`config.mk`:
```
export PLATFORM = sky130hd
export DESIGN_NAME = rob_multi_commit_flat
export DESIGN_NICKNAME = d
export VERILOG_FILES = /design/src/rtl/rob_multi_commit_if.sv /design/src/rtl/rob_multi_commit.sv /design/src/flat_wrapper.sv
export SDC_FILE = /design/constraint.sdc
export NUM_CORES = 2
export LEC_CHECK = 0
export BUFFER_PORTS_ARGS = -buffer_cell sky130_fd_sc_hd__buf_2
export CAP_MARGIN = 30
export CORE_UTILIZATION = 40
export CTS_BUF_LIST = sky130_fd_sc_hd__clkbuf_8
export DETAILED_ROUTE_END_ITERATION = 8
export GPL_TIMING_DRIVEN = 0
export HOLD_SLACK_MARGIN = 0.15
export PLACE_DENSITY = 0.68
export SYNTH_ARGS = -nofsm -noshare
export SYNTH_HDL_FRONTEND = slang
export SYNTH_SLANG_ARGS = --single-unit
```
`constraint.sdc`:
```
create_clock -name clk -period 23.2 [get_ports clk]
set_clock_uncertainty 0.15 [all_clocks]
set_input_delay 1.16 -clock clk [delete_from_list [all_inputs] [get_ports clk]]
set_output_delay 1.16 -clock clk [all_outputs]
set_load 0.02 [all_outputs]
```
`src/rtl/rob_multi_commit_if.sv`:
```
// Bundle between the reorder buffer and its neighbours: rename allocation,
// CDB writeback, operand lookup, and the commit and redirect outputs.
interface rob_multi_commit_if #(
  parameter int DATA_W  = 32,
  parameter int DEPTH   = 8,
  parameter int NUM_CDB = 2,
  parameter int INFO_W  = 8
);
  localparam int TAG_W = $clog2(DEPTH);

  logic                      freeze;
  logic                      alloc_valid;
  logic [4:0]                alloc_dest;
  logic [INFO_W-1:0]         alloc_info;
  logic                      alloc_ready;
  logic [TAG_W-1:0]          alloc_tag;

  logic [NUM_CDB-1:0]        cdb_valid;
  logic [NUM_CDB*TAG_W-1:0]  cdb_tag;
  logic [NUM_CDB*DATA_W-1:0] cdb_result;
  logic [NUM_CDB-1:0]        cdb_mispredict;
  logic [NUM_CDB*DATA_W-1:0] cdb_target;

  logic [TAG_W-1:0]          rd_tag_a;
  logic [TAG_W-1:0]          rd_tag_b;
  logic [DATA_W-1:0]         rd_value_a;
  logic [DATA_W-1:0]         rd_value_b;
  logic                      rd_ready_a;
  logic                      rd_ready_b;

  logic [1:0]                commit_valid;
  logic [2*TAG_W-1:0]        commit_tag;
  logic [2*5-1:0]            commit_dest;
  logic [2*DATA_W-1:0]       commit_result;
  logic [2*INFO_W-1:0]       commit_info;
  logic                      redirect_valid;
  logic [DATA_W-1:0]         redirect_target;
  logic [TAG_W:0]            count;
  logic                      empty;

  // Upstream side: rename, execution units and fetch.
  modport master (
    output freeze, alloc_valid, alloc_dest, alloc_info,
    output cdb_valid, cdb_tag, cdb_result, cdb_mispredict, cdb_target,
    output rd_tag_a, rd_tag_b,
    input  alloc_ready, alloc_tag,
    input  rd_value_a, rd_value_b, rd_ready_a, rd_ready_b,
    input  commit_valid, commit_tag, commit_dest, commit_result, commit_info,
    input  redirect_valid, redirect_target, count, empty
  );

  // Reorder buffer side.
  modport slave (
    input  freeze, alloc_valid, alloc_dest, alloc_info,
    input  cdb_valid, cdb_tag, cdb_result, cdb_mispredict, cdb_target,
    input  rd_tag_a, rd_tag_b,
    output alloc_ready, alloc_tag,
    output rd_value_a, rd_value_b, rd_ready_a, rd_ready_b,
    output commit_valid, commit_tag, commit_dest, commit_result, commit_info,
    output redirect_valid, redirect_target, count, empty
  );
endinterface

```
`src/rtl/rob_multi_commit.sv`:
```
// Reorder buffer: circular FIFO of DEPTH entries, NUM_CDB writeback ports,
// up to two in-order retirements per cycle, flush plus fetch redirect on a
// committing mispredict. Pointers carry one extra wrap bit so full and empty
// are distinguishable.
module rob_multi_commit #(
  parameter int DATA_W  = 32,
  parameter int DEPTH   = 8,
  parameter int NUM_CDB = 2,
  parameter int INFO_W  = 8
) (
  input  logic              clk,
  input  logic              reset,
  rob_multi_commit_if.slave bus
);
  localparam int TAG_W = $clog2(DEPTH);
  localparam int PTR_W = TAG_W + 1;

  logic [4:0]        destMem   [DEPTH];
  logic [INFO_W-1:0] infoMem   [DEPTH];
  logic [DATA_W-1:0] resultMem [DEPTH];
  logic [DATA_W-1:0] targetMem [DEPTH];
  logic [DEPTH-1:0]  readyBits;
  logic [DEPTH-1:0]  mispBits;

  logic [PTR_W-1:0]   head;
  logic [PTR_W-1:0]   tail;
  logic [PTR_W-1:0]   count;
  logic [PTR_W-1:0]   headNext;
  logic [TAG_W-1:0]   headIdx;
  logic [TAG_W-1:0]   head1Idx;
  logic [TAG_W-1:0]   tailIdx;
  logic               full;
  logic               allocFire;
  logic               commit0;
  logic               commit1;
  logic               flush;
  logic [NUM_CDB-1:0] cdbHit;

  assign count    = tail - head;
  assign full     = (count == PTR_W'(DEPTH));
  assign headIdx  = head[TAG_W-1:0];
  assign head1Idx = headIdx + TAG_W'(1);
  assign tailIdx  = tail[TAG_W-1:0];

  assign bus.alloc_ready = !full;
  assign bus.alloc_tag   = tailIdx;
  assign bus.count       = count;
  assign bus.empty       = (count == '0);

  // Flush wins over allocation: the new entry would land past the redirect.
  assign allocFire = bus.alloc_valid && !full && !bus.freeze && !flush;

  // Retirement decision from the array contents before the edge.
  always_comb begin
    commit0  = (count != '0) && readyBits[headIdx];
    commit1  = commit0 && (count >= PTR_W'(2)) && readyBits[head1Idx] && !mispBits[headIdx];
    flush    = commit1 ? mispBits[head1Idx] : (commit0 && mispBits[headIdx]);
    headNext = head + PTR_W'(commit0) + PTR_W'(commit1);
  end

  // A CDB write only counts when its tag is live, i.e. its distance from head is below count.
  always_comb begin
    cdbHit = '0;
    for (int p = 0; p < NUM_CDB; p++) begin
      cdbHit[p] = bus.cdb_valid[p] &&
                  ({1'b0, TAG_W'(bus.cdb_tag[p*TAG_W +: TAG_W] - headIdx)} < count);
    end
  end

  // Operand port A: entry contents, overridden by a same-cycle broadcast (highest port wins).
  always_comb begin
    bus.rd_value_a = resultMem[bus.rd_tag_a];
    bus.rd_ready_a = readyBits[bus.rd_tag_a];
    for (int p = 0; p < NUM_CDB; p++) begin
      if (bus.cdb_valid[p] && (bus.cdb_tag[p*TAG_W +: TAG_W] == bus.rd_tag_a)) begin
        bus.rd_value_a = bus.cdb_result[p*DATA_W +: DATA_W];
        bus.rd_ready_a = 1'b1;
      end
    end
  end

  // Operand port B: same lookup as port A.
  always_comb begin
    bus.rd_value_b = resultMem[bus.rd_tag_b];
    bus.rd_ready_b = readyBits[bus.rd_tag_b];
    for (int p = 0; p < NUM_CDB; p++) begin
      if (bus.cdb_valid[p] && (bus.cdb_tag[p*TAG_W +: TAG_W] == bus.rd_tag_b)) begin
        bus.rd_value_b = bus.cdb_result[p*DATA_W +: DATA_W];
        bus.rd_ready_b = 1'b1;
      end
    end
  end

  // Payload storage; stale contents are harmless because ready bits gate every use.
  always_ff @(posedge clk) begin
    for (int p = 0; p < NUM_CDB; p++) begin
      if (cdbHit[p]) begin
        resultMem[bus.cdb_tag[p*TAG_W +: TAG_W]] <= bus.cdb_result[p*DATA_W +: DATA_W];
        targetMem[bus.cdb_tag[p*TAG_W +: TAG_W]] <= bus.cdb_target[p*DATA_W +: DATA_W];
      end
    end
    if (allocFire) begin
      destMem[tailIdx] <= bus.alloc_dest;
      infoMem[tailIdx] <= bus.alloc_info;
    end
  end

  // Pointers and per-entry status; later statements take priority (flush last).
  always_ff @(posedge clk) begin
    if (!reset) begin
      head      <= '0;
      tail      <= '0;
      readyBits <= '0;
      mispBits  <= '0;
    end else begin
      for (int p = 0; p < NUM_CDB; p++) begin
        if (cdbHit[p]) begin
          readyBits[bus.cdb_tag[p*TAG_W +: TAG_W]] <= 1'b1;
          mispBits[bus.cdb_tag[p*TAG_W +: TAG_W]]  <= bus.cdb_mispredict[p];
        end
      end
      if (allocFire) begin
        readyBits[tailIdx] <= 1'b0;
        mispBits[tailIdx]  <= 1'b0;
        tail               <= tail + PTR_W'(1);
      end
      if (flush) begin
        readyBits <= '0;
        tail      <= headNext;
      end
      head <= headNext;
    end
  end

  // Registered commit slots; payload fields hold when their slot is idle.
  always_ff @(posedge clk) begin
    if (!reset) begin
      bus.commit_valid  <= '0;
      bus.commit_tag    <= '0;
      bus.commit_dest   <= '0;
      bus.commit_result <= '0;
      bus.commit_info   <= '0;
    end else begin
      bus.commit_valid <= {commit1, commit0};
      if (commit0) begin
        bus.commit_tag[0 +: TAG_W]     <= headIdx;
        bus.commit_dest[0 +: 5]        <= destMem[headIdx];
        bus.commit_result[0 +: DATA_W] <= resultMem[headIdx];
        bus.commit_info[0 +: INFO_W]   <= infoMem[headIdx];
      end
      if (commit1) begin
        bus.commit_tag[TAG_W +: TAG_W]      <= head1Idx;
        bus.commit_dest[5 +: 5]             <= destMem[head1Idx];
        bus.commit_result[DATA_W +: DATA_W] <= resultMem[head1Idx];
        bus.commit_info[INFO_W +: INFO_W]   <= infoMem[head1Idx];
      end
    end
  end

  // One-cycle redirect pulse carrying the youngest committing entry's target.
  always_ff @(posedge clk) begin
    if (!reset) begin
      bus.redirect_valid  <= 1'b0;
      bus.redirect_target <= '0;
    end else begin
      bus.redirect_valid <= flush;
      if (flush) begin
        bus.redirect_target <= commit1 ? targetMem[head1Idx] : targetMem[headIdx];
      end
    end
  end
endmodule

```
`src/flat_wrapper.sv`:
```
// flat-port wrapper written by rule: the top's interface ports become plain ports
module rob_multi_commit_flat 
#(
  parameter int DATA_W  = 32,
  parameter int DEPTH   = 8,
  parameter int NUM_CDB = 2,
  parameter int INFO_W  = 8
)
  (clk, reset, bus_freeze, bus_alloc_valid, bus_alloc_dest, bus_alloc_info, bus_cdb_valid, bus_cdb_tag, bus_cdb_result, bus_cdb_mispredict, bus_cdb_target, bus_rd_tag_a, bus_rd_tag_b, bus_alloc_ready, bus_alloc_tag, bus_rd_value_a, bus_rd_value_b, bus_rd_ready_a, bus_rd_ready_b, bus_commit_valid, bus_commit_tag, bus_commit_dest, bus_commit_result, bus_commit_info, bus_redirect_valid, bus_redirect_target, bus_count, bus_empty);
  rob_multi_commit_if #(.DATA_W(DATA_W), .DEPTH(DEPTH), .NUM_CDB(NUM_CDB), .INFO_W(INFO_W)) bus_i ();
  input  logic clk;
  input  logic reset;
  input wire logic [$bits(bus_i.freeze)-1:0] bus_freeze;
  input wire logic [$bits(bus_i.alloc_valid)-1:0] bus_alloc_valid;
  input wire logic [$bits(bus_i.alloc_dest)-1:0] bus_alloc_dest;
  input wire logic [$bits(bus_i.alloc_info)-1:0] bus_alloc_info;
  input wire logic [$bits(bus_i.cdb_valid)-1:0] bus_cdb_valid;
  input wire logic [$bits(bus_i.cdb_tag)-1:0] bus_cdb_tag;
  input wire logic [$bits(bus_i.cdb_result)-1:0] bus_cdb_result;
  input wire logic [$bits(bus_i.cdb_mispredict)-1:0] bus_cdb_mispredict;
  input wire logic [$bits(bus_i.cdb_target)-1:0] bus_cdb_target;
  input wire logic [$bits(bus_i.rd_tag_a)-1:0] bus_rd_tag_a;
  input wire logic [$bits(bus_i.rd_tag_b)-1:0] bus_rd_tag_b;
  output wire logic [$bits(bus_i.alloc_ready)-1:0] bus_alloc_ready;
  output wire logic [$bits(bus_i.alloc_tag)-1:0] bus_alloc_tag;
  output wire logic [$bits(bus_i.rd_value_a)-1:0] bus_rd_value_a;
  output wire logic [$bits(bus_i.rd_value_b)-1:0] bus_rd_value_b;
  output wire logic [$bits(bus_i.rd_ready_a)-1:0] bus_rd_ready_a;
  output wire logic [$bits(bus_i.rd_ready_b)-1:0] bus_rd_ready_b;
  output wire logic [$bits(bus_i.commit_valid)-1:0] bus_commit_valid;
  output wire logic [$bits(bus_i.commit_tag)-1:0] bus_commit_tag;
  output wire logic [$bits(bus_i.commit_dest)-1:0] bus_commit_dest;
  output wire logic [$bits(bus_i.commit_result)-1:0] bus_commit_result;
  output wire logic [$bits(bus_i.commit_info)-1:0] bus_commit_info;
  output wire logic [$bits(bus_i.redirect_valid)-1:0] bus_redirect_valid;
  output wire logic [$bits(bus_i.redirect_target)-1:0] bus_redirect_target;
  output wire logic [$bits(bus_i.count)-1:0] bus_count;
  output wire logic [$bits(bus_i.empty)-1:0] bus_empty;
  assign bus_i.freeze = bus_freeze;
  assign bus_i.alloc_valid = bus_alloc_valid;
  assign bus_i.alloc_dest = bus_alloc_dest;
  assign bus_i.alloc_info = bus_alloc_info;
  assign bus_i.cdb_valid = bus_cdb_valid;
  assign bus_i.cdb_tag = bus_cdb_tag;
  assign bus_i.cdb_result = bus_cdb_result;
  assign bus_i.cdb_mispredict = bus_cdb_mispredict;
  assign bus_i.cdb_target = bus_cdb_target;
  assign bus_i.rd_tag_a = bus_rd_tag_a;
  assign bus_i.rd_tag_b = bus_rd_tag_b;
  assign bus_alloc_ready = bus_i.alloc_ready;
  assign bus_alloc_tag = bus_i.alloc_tag;
  assign bus_rd_value_a = bus_i.rd_value_a;
  assign bus_rd_value_b = bus_i.rd_value_b;
  assign bus_rd_ready_a = bus_i.rd_ready_a;
  assign bus_rd_ready_b = bus_i.rd_ready_b;
  assign bus_commit_valid = bus_i.commit_valid;
  assign bus_commit_tag = bus_i.commit_tag;
  assign bus_commit_dest = bus_i.commit_dest;
  assign bus_commit_result = bus_i.commit_result;
  assign bus_commit_info = bus_i.commit_info;
  assign bus_redirect_valid = bus_i.redirect_valid;
  assign bus_redirect_target = bus_i.redirect_target;
  assign bus_count = bus_i.count;
  assign bus_empty = bus_i.empty;
  rob_multi_commit #(.DATA_W(DATA_W), .DEPTH(DEPTH), .NUM_CDB(NUM_CDB), .INFO_W(INFO_W)) u_core (.clk(clk), .reset(reset), .bus(bus_i));
endmodule
```
After elaboration in Yosys (flattened, before gate mapping)
Memories as Yosys holds them, arrays and structs flattened. A register that Yosys moved wholly into a read port is not among the register bits.
Index checks and enable logic that the tools add are counted.

word-level totals
  bits in registers = 65
  RAM bits = 616
  input port bits = 161
  output and inout bits = 206
  logic and storage cells = 124
  memories kept = 4

cells by class
  add/subtract/negate cells = 7
  order comparisons = 13
  equality and inequality tests = 5
  muxes and demuxes = 49
  bitwise operators = 6
  reductions and logical operators = 31

memories
  memory            depth  bits a word  read ports  clocked after Yosys merged registers in  write ports  line                    text
  u_core.resultMem  8      32           4           2                                        2            rob_multi_commit.sv:20  logic [DATA_W-1:0] resultMem [DEPTH];
  u_core.targetMem  8      32           2           1                                        2            rob_multi_commit.sv:21  logic [DATA_W-1:0] targetMem [DEPTH];
  u_core.infoMem    8      8            2           2                                        1            rob_multi_commit.sv:19  logic [INFO_W-1:0] infoMem [DEPTH];
  u_core.destMem    8      5            2           2                                        1            rob_multi_commit.sv:18  logic [4:0] destMem [DEPTH];

operators by type and width
  operator               number
  $mux W32               5
  $mux W8                10
  $lt A3 B4 Y1 const B   7
  $mux W1                20
  $bmux W1 S3            6
  $logic_and A1 B1 Y1    17
  $and A8 B8 Y8          2
  $bwmux W8              2
  $or A8 B8 Y8           2
  $eq A3 B3 Y1           4
  $logic_not A1 Y1       10
  $demux W1 S3           3
  $ge A3 B1 Y1 const B   3
  $add A4 B1 Y4          2
  $lt A3 B4 Y1           2
  $mux W4                2
  $not A8 Y8             1
  $sub A3 B3 Y3          2
  $add A4 B1 Y4 const B  1
  $eq A4 B4 Y1 const B   1
  $ge A4 B2 Y1 const B   1
  $logic_not A4 Y1       1
  $reduce_bool A4 Y1     1
  $sub A4 B4 Y4          1
  5 further kinds        5

Depth between registers and ports, before layout
  depth after elaboration = 12
  gate-level depth with buffers = 18
  gate-level depth less buffers = 15

Worst setup path before layout
OpenSTA, ideal clock, no wires.

  path type = reg2reg
  start point = reg u_core.head[1]
  end point = reg u_core.readyBits[3]
  setup time = 0.079 ns
  data arrival time = 8.337 ns
  required time = 22.971 ns
  path slack = 14.635 ns
  stages on the path, launching flop included = 13
  path buffers = 3
  period minus slack after synthesis = 8.565 ns
  cell sequence = dfxtp_1 buf_2 buf_1 clkbuf_1 inv_1 fa_1 inv_1 ha_1 a21o_1 a21o_1 a21o_1 o21ai_0 o221a_2

on the way
  cells in the longest elaborated chain, start to end = 10
  elaborated cells on any way between the ends = 39
  those cells by class = 4 x add/sub; 3 x order compare; 1 x eq/ne; 14 x mux; 2 x bitwise; 15 x reduce/logical

ends and longest elaborated chain
  element                                                         line                                             text
  start, declared                                                 rob_multi_commit.sv:25                           logic [PTR_W-1:0] head;
  start signal, assigned                                          rob_multi_commit.sv:131                          head <= headNext;
  $sub A4 B4 Y4 (*)                                               rob_multi_commit.sv:39                           assign count = tail - head;
  named net bus_count[1]                                          flat_wrapper.sv:37                               output wire logic [$bits(bus_i.count)-1:0] bus_count;
  $lt A3 B4 Y1 or $reduce_bool A4 Y1 (tied branches)              rob_multi_commit.sv:66, rob_multi_commit.sv:55
  $logic_and A1 B1 Y1 (on tied branches)                          rob_multi_commit.sv:65, rob_multi_commit.sv:55
  $mux W8 or $logic_and A1 B1 Y1 (tied branches)                  rob_multi_commit.sv:117, rob_multi_commit.sv:56
  $mux W8 or $logic_and A1 B1 Y1 (tied branches)                  rob_multi_commit.sv:110, rob_multi_commit.sv:56
  $or A8 B8 Y8 (no line) or $logic_and A1 B1 Y1 (tied branches)   -
  $mux W8 or $mux W1 (tied branches)                              rob_multi_commit.sv:117, rob_multi_commit.sv:57
  $mux W8 or $logic_not A1 Y1 (tied branches)                     rob_multi_commit.sv:110, rob_multi_commit.sv:51
  $and A8 B8 Y8 (no line) or $logic_and A1 B1 Y1 (tied branches)  -
  $mux W8                                                         rob_multi_commit.sv:122                          if (allocFire) begin
  end signal, assigned                                            rob_multi_commit.sv:113                          readyBits <= '0;
  end signal, assigned by index                                   rob_multi_commit.sv:118                          readyBits[bus.cdb_tag[p*TAG_W +: TAG_W]] <= 1'b1;
  end signal, assigned by index                                   rob_multi_commit.sv:123                          readyBits[tailIdx] <= 1'b0;
  end, declared                                                   rob_multi_commit.sv:22                           logic [DEPTH-1:0] readyBits;

Mark *: on every way through the listed nets, which the timed path passes. The rest lies on a longest branch. The select of a mux whose other input is x is not followed.
A chain may end at the register's enable or synchronous reset.

Worst setup path in the final report
  start point = reg u_core.head[1]
  end point = reg u_core.tail[3]

on the way
  cells in the longest elaborated chain, start to end = 10
  elaborated cells on any way between the ends = 29
  those cells by class = 4 x add/sub; 1 x order compare; 1 x eq/ne; 10 x mux; 13 x reduce/logical

ends and longest elaborated chain
  element                                                                line                     text
  parallel branches: the longest is 5 deep, another holds $sub A4 B4 Y4  -
  $logic_and A1 B1 Y1 (*)                                                rob_multi_commit.sv:56   commit1 = commit0 && (count >= PTR_W'(2)) && readyBits[head1Idx] && !mispBits[headIdx];
  named net u_core.commit1                                               rob_multi_commit.sv:35   logic commit1;
  parallel branches: the longest is 4 deep, another holds $add A4 B1 Y4  -
  end signal, assigned                                                   rob_multi_commit.sv:125  tail <= tail + PTR_W'(1);
  end signal, assigned                                                   rob_multi_commit.sv:129  tail <= headNext;
  end, declared                                                          rob_multi_commit.sv:26   logic [PTR_W-1:0] tail;

Mark *: on every way through the listed nets, which the timed path passes. The select of a mux whose other input is x is not followed.

==> results.toml <==
[floorplan]
dieHeight_um = 339
dieArea_sq_mm = 0.115
num_rows = 123
die_x_um = 339
start_util_pct = 40.3
coreArea_sq_mm = 0.112
io_pins = 367

[logic_synthesis]
synth_cell_types = 51
synth_most_common_cell = "edfxtp_1"
avgSynthCellArea_sq_um = 14.4
synth_top_family_by_area = "multiplexers"
synthTopCellsByCount = "edfxtp_1 (616), mux2_2 (514), mux4_2 (448), nand2_1 (332), dfxtp_1 (155)"
async_reset_ff_share_pct = 0
synthMuxAreaShare_pct = 38.4
synth_area_leaders = "edfxtp_1 (41%), mux4_2 (22%), mux2_2 (13%), dfxtp_1 (6.8%), mux2i_1 (3.4%)"
synthCells = 3140
synth-seq-cells = 771
synth_edf_count = 616
synthAdderAreaFrac_pct = 0.508
synthXorXnorAreaFrac_pct = 0.480
yosys.area.top_type = "edfxtp_1"
seq_area_frac_synth_pct = 47.6
synth_compound_area_share_pct = 4.87
synth_ff_type = "edfxtp_1"
yosysTopAreaCellShare_pct = 40.8
ys_warn_count = 0
synth_nets = 3317
synthesis.area_sq_mm = 0.0454
synth-simple-area-share_pct = 4.69

[setup_path]
setup.worst_path.start = "u_core.head[1]"
crit_arrival_ps = 7880
crit_top_cell = "buf_2"
reg2reg_from = "u_core.head[1]"
required_ps = 23750
reg2reg_slack_ps = 15870
path_class = "register to register"
cpMaxStageDelayCell = "buf_1"
crit_chain = "buf_2, buf_1, clkbuf_1, inv_1, fa_1, xnor2_1, inv_2, nor3_1, a31oi_2, nand3_2, inv_2, buf_2, buf_2, fa_1, nand3_1, xnor2_1, o21ai_0, a21oi_1"
setup.worst_path.end_class = "register"
cpPeakStageDelay_ps = 820
cp-start-kind = "register"
cp_max_fo = 10

[layout]
area_growth_syn_to_layout_pct = 15.5
finish.utilization_pct = 46.6
layout.nets = 3799
fill_cells = 10100
stdcell_area_sq_mm = 0.0524
drive_above_1_share_pct = 43.4

[pwr]
powerDensity_mw_per_mm2 = 60.2
p_int_w = 0.00231
peakVddDrop_v = 0.0000453
switching_power_w = 0.000847
leakage_nw = 17.9
seqPwrFrac_pct = 48.8
power.share.clock_pct = 39.7
combPwrFrac_pct = 11.5
switching_share_pct = 26.8

[detailed_routing]
drcViolationCount = 0
wire_per_inst_um = 31.8
postRouteAntennaNets = 0
dr.pass1.iters = 6
viasPerCell = 6.39
wl_mm = 167
drt_iter0_drc = 4509
vias = 33600

[global_routing]
antenna_found_initial = 43
overflow = 0
grtUsageTotal_pct = 28.6
grt_pass1_wl_mm = 235
grt_pass1_vias = 32900
grt_max_degree = 44

[timing]
setup_tns_ps = 0
fin_crit_sh_pct = 31.6
slew_viol_final = 0
rsz0062_at_grt = "no"
final-hold-violation-count = 0
finalWorstSetupSlack_ps = 15870
min_period_ps = 7330
tightest_slew_ps = 1150
setup_viol = 0
clock.fmax_ghz = 0.136
slew_headroom_pct = 23.6

[clocking]
htreeDepth = 4
clkLatencyLatePin_ps = 830
numCtsBuffers = 139
root_buffer = "clkbuf_8"
cts_hold_buffers = 0
cts_tree = "done"
post_cts_buffers = 0
clock_path_buffers = 3
cts_resized = 0
clkTransAtPathRegs_ps = 60
cts_sinks = 771

[min_path]
hp-class = "register to register"
min_from = "u_core.bus.redirect_target[6]"

[status]
outcome = "completed"

[place]
place_ws_ps = 16290
gp_congestion = 0.928
place_hpwl_mm = 116
io_buffer_count = 292
dpl-instance-area_sq_mm = 0.0496

[run]
maxCapViolCount = 0
final timing paths:
kind                                    to  cells after the start
max reg2reg                 u_core.tail[3]                     18
min          u_core.bus.redirect_target[6]                      1
min reg2reg  u_core.bus.redirect_target[6]                      1
max                         u_core.tail[3]                     18
routing by layer:
metal | part of all wire (%) | track usage [%] | wire length (um)
met3 | 13 | 9.93 | 21800
met1 | 35 | 34.9 | 58700
met4 | 5.6 | 15.6 | 9360
met5 | 0.17 | 0 | 288
met2 | 46 | 44.4 | 77200
cell usage in the layout, fill, tap and decap left out, drive strengths merged, types with 32 or more instances in the layout:
| master | synthesis | routed |
|---|---|---|
| mux2i | 155 | 155 |
| a32o | 32 | 32 |
| mux2 | 514 | 514 |
| buf | 187 | 528 |
| nand2 | 332 | 332 |
| edfxtp | 616 | 616 |
| a311oi | 45 | 45 |
| nor2 | 105 | 105 |
| a211oi | 58 | 58 |
| mux4 | 448 | 448 |
| inv | 25 | 93 |
| dfxtp | 155 | 155 |
| o21ai | 143 | 143 |
| clkbuf | 155 | 306 |
| nand3 | 45 | 45 |
final cells by class:
class	instances	area [sq um]	share of cell area (%)
well taps	1500	1880	3.58
repair buffers	341	2430	4.64
clock inverters	106	558	1.06
multi-input cells	2002	22300	42.5
flip-flops and latches	771	21600	41.2
clock buffers	151	2080	3.97
inverters	25	93.8	0.179
diodes	18	45.0	0.0859
plain buffers	342	1450	2.76
stage by stage:
step                total power (W)  hold WS [ps]  instances
floorplan                   0.00179           365       3140
global placement            0.00191           294       4932
detailed placement          0.00192           300       4976
CTS                         0.00315           313       5233
global route                0.00324           328       5246
finish                      0.00316           310       5256
worst max-delay path, delay by kind of cell, from the launching register on:
kind,cells,cell delay (ps)
AOI/OAI and AO/OA,3,840
xor gates and xnor gates,2,420
adders and majority gates,2,760
buffers and inverters,8,3930
DFF,1,350
and+or+nand+nor,3,720
cells by family (layout without fill, tap and decap cells):
| logic type | count (synthesis) | count (layout) |
|---|---|---|
| AO/OA/AOI/OAI | 321 | 321 |
| XOR/XNOR | 24 | 24 |
| adder cells (fa/ha/maj) | 16 | 16 |
| buffers and inverters | 367 | 965 |
| flip-flops | 771 | 771 |
| multiplexers | 1117 | 1117 |
| other | 0 | 18 |
| AND/OR/NAND/NOR | 524 | 524 |
flip-flops by register name, indices dropped and copies added, names as in the netlist:
name and count:
u_core.bus.redirect_valid 1, u_core.bus.commit_result 64, u_core.head 4, u_core.bus.commit_valid 2
u_core.bus.commit_tag 6, u_core.mispBits 8, u_core.targetMem 256, u_core.bus.commit_info 16
u_core.bus.redirect_target 32, u_core.destMem 40, u_core.bus.commit_dest 10, u_core.tail 4
u_core.infoMem 64, u_core.readyBits 8, u_core.resultMem 256
power groups by stage:
| stage | Sequential, W | Clock, W | Combinational, W |
|---|---|---|---|
| floorplan | 0.00156 | 0 | 0.000223 |
| global placement | 0.00157 | 0 | 0.000340 |
| detailed placement | 0.00157 | 0 | 0.000355 |
| CTS | 0.00154 | 0.00126 | 0.000357 |
| global route | 0.00154 | 0.00132 | 0.000381 |
| finish | 0.00154 | 0.00125 | 0.000364 |
No activity file was read; power rests on OpenSTA's default activity.
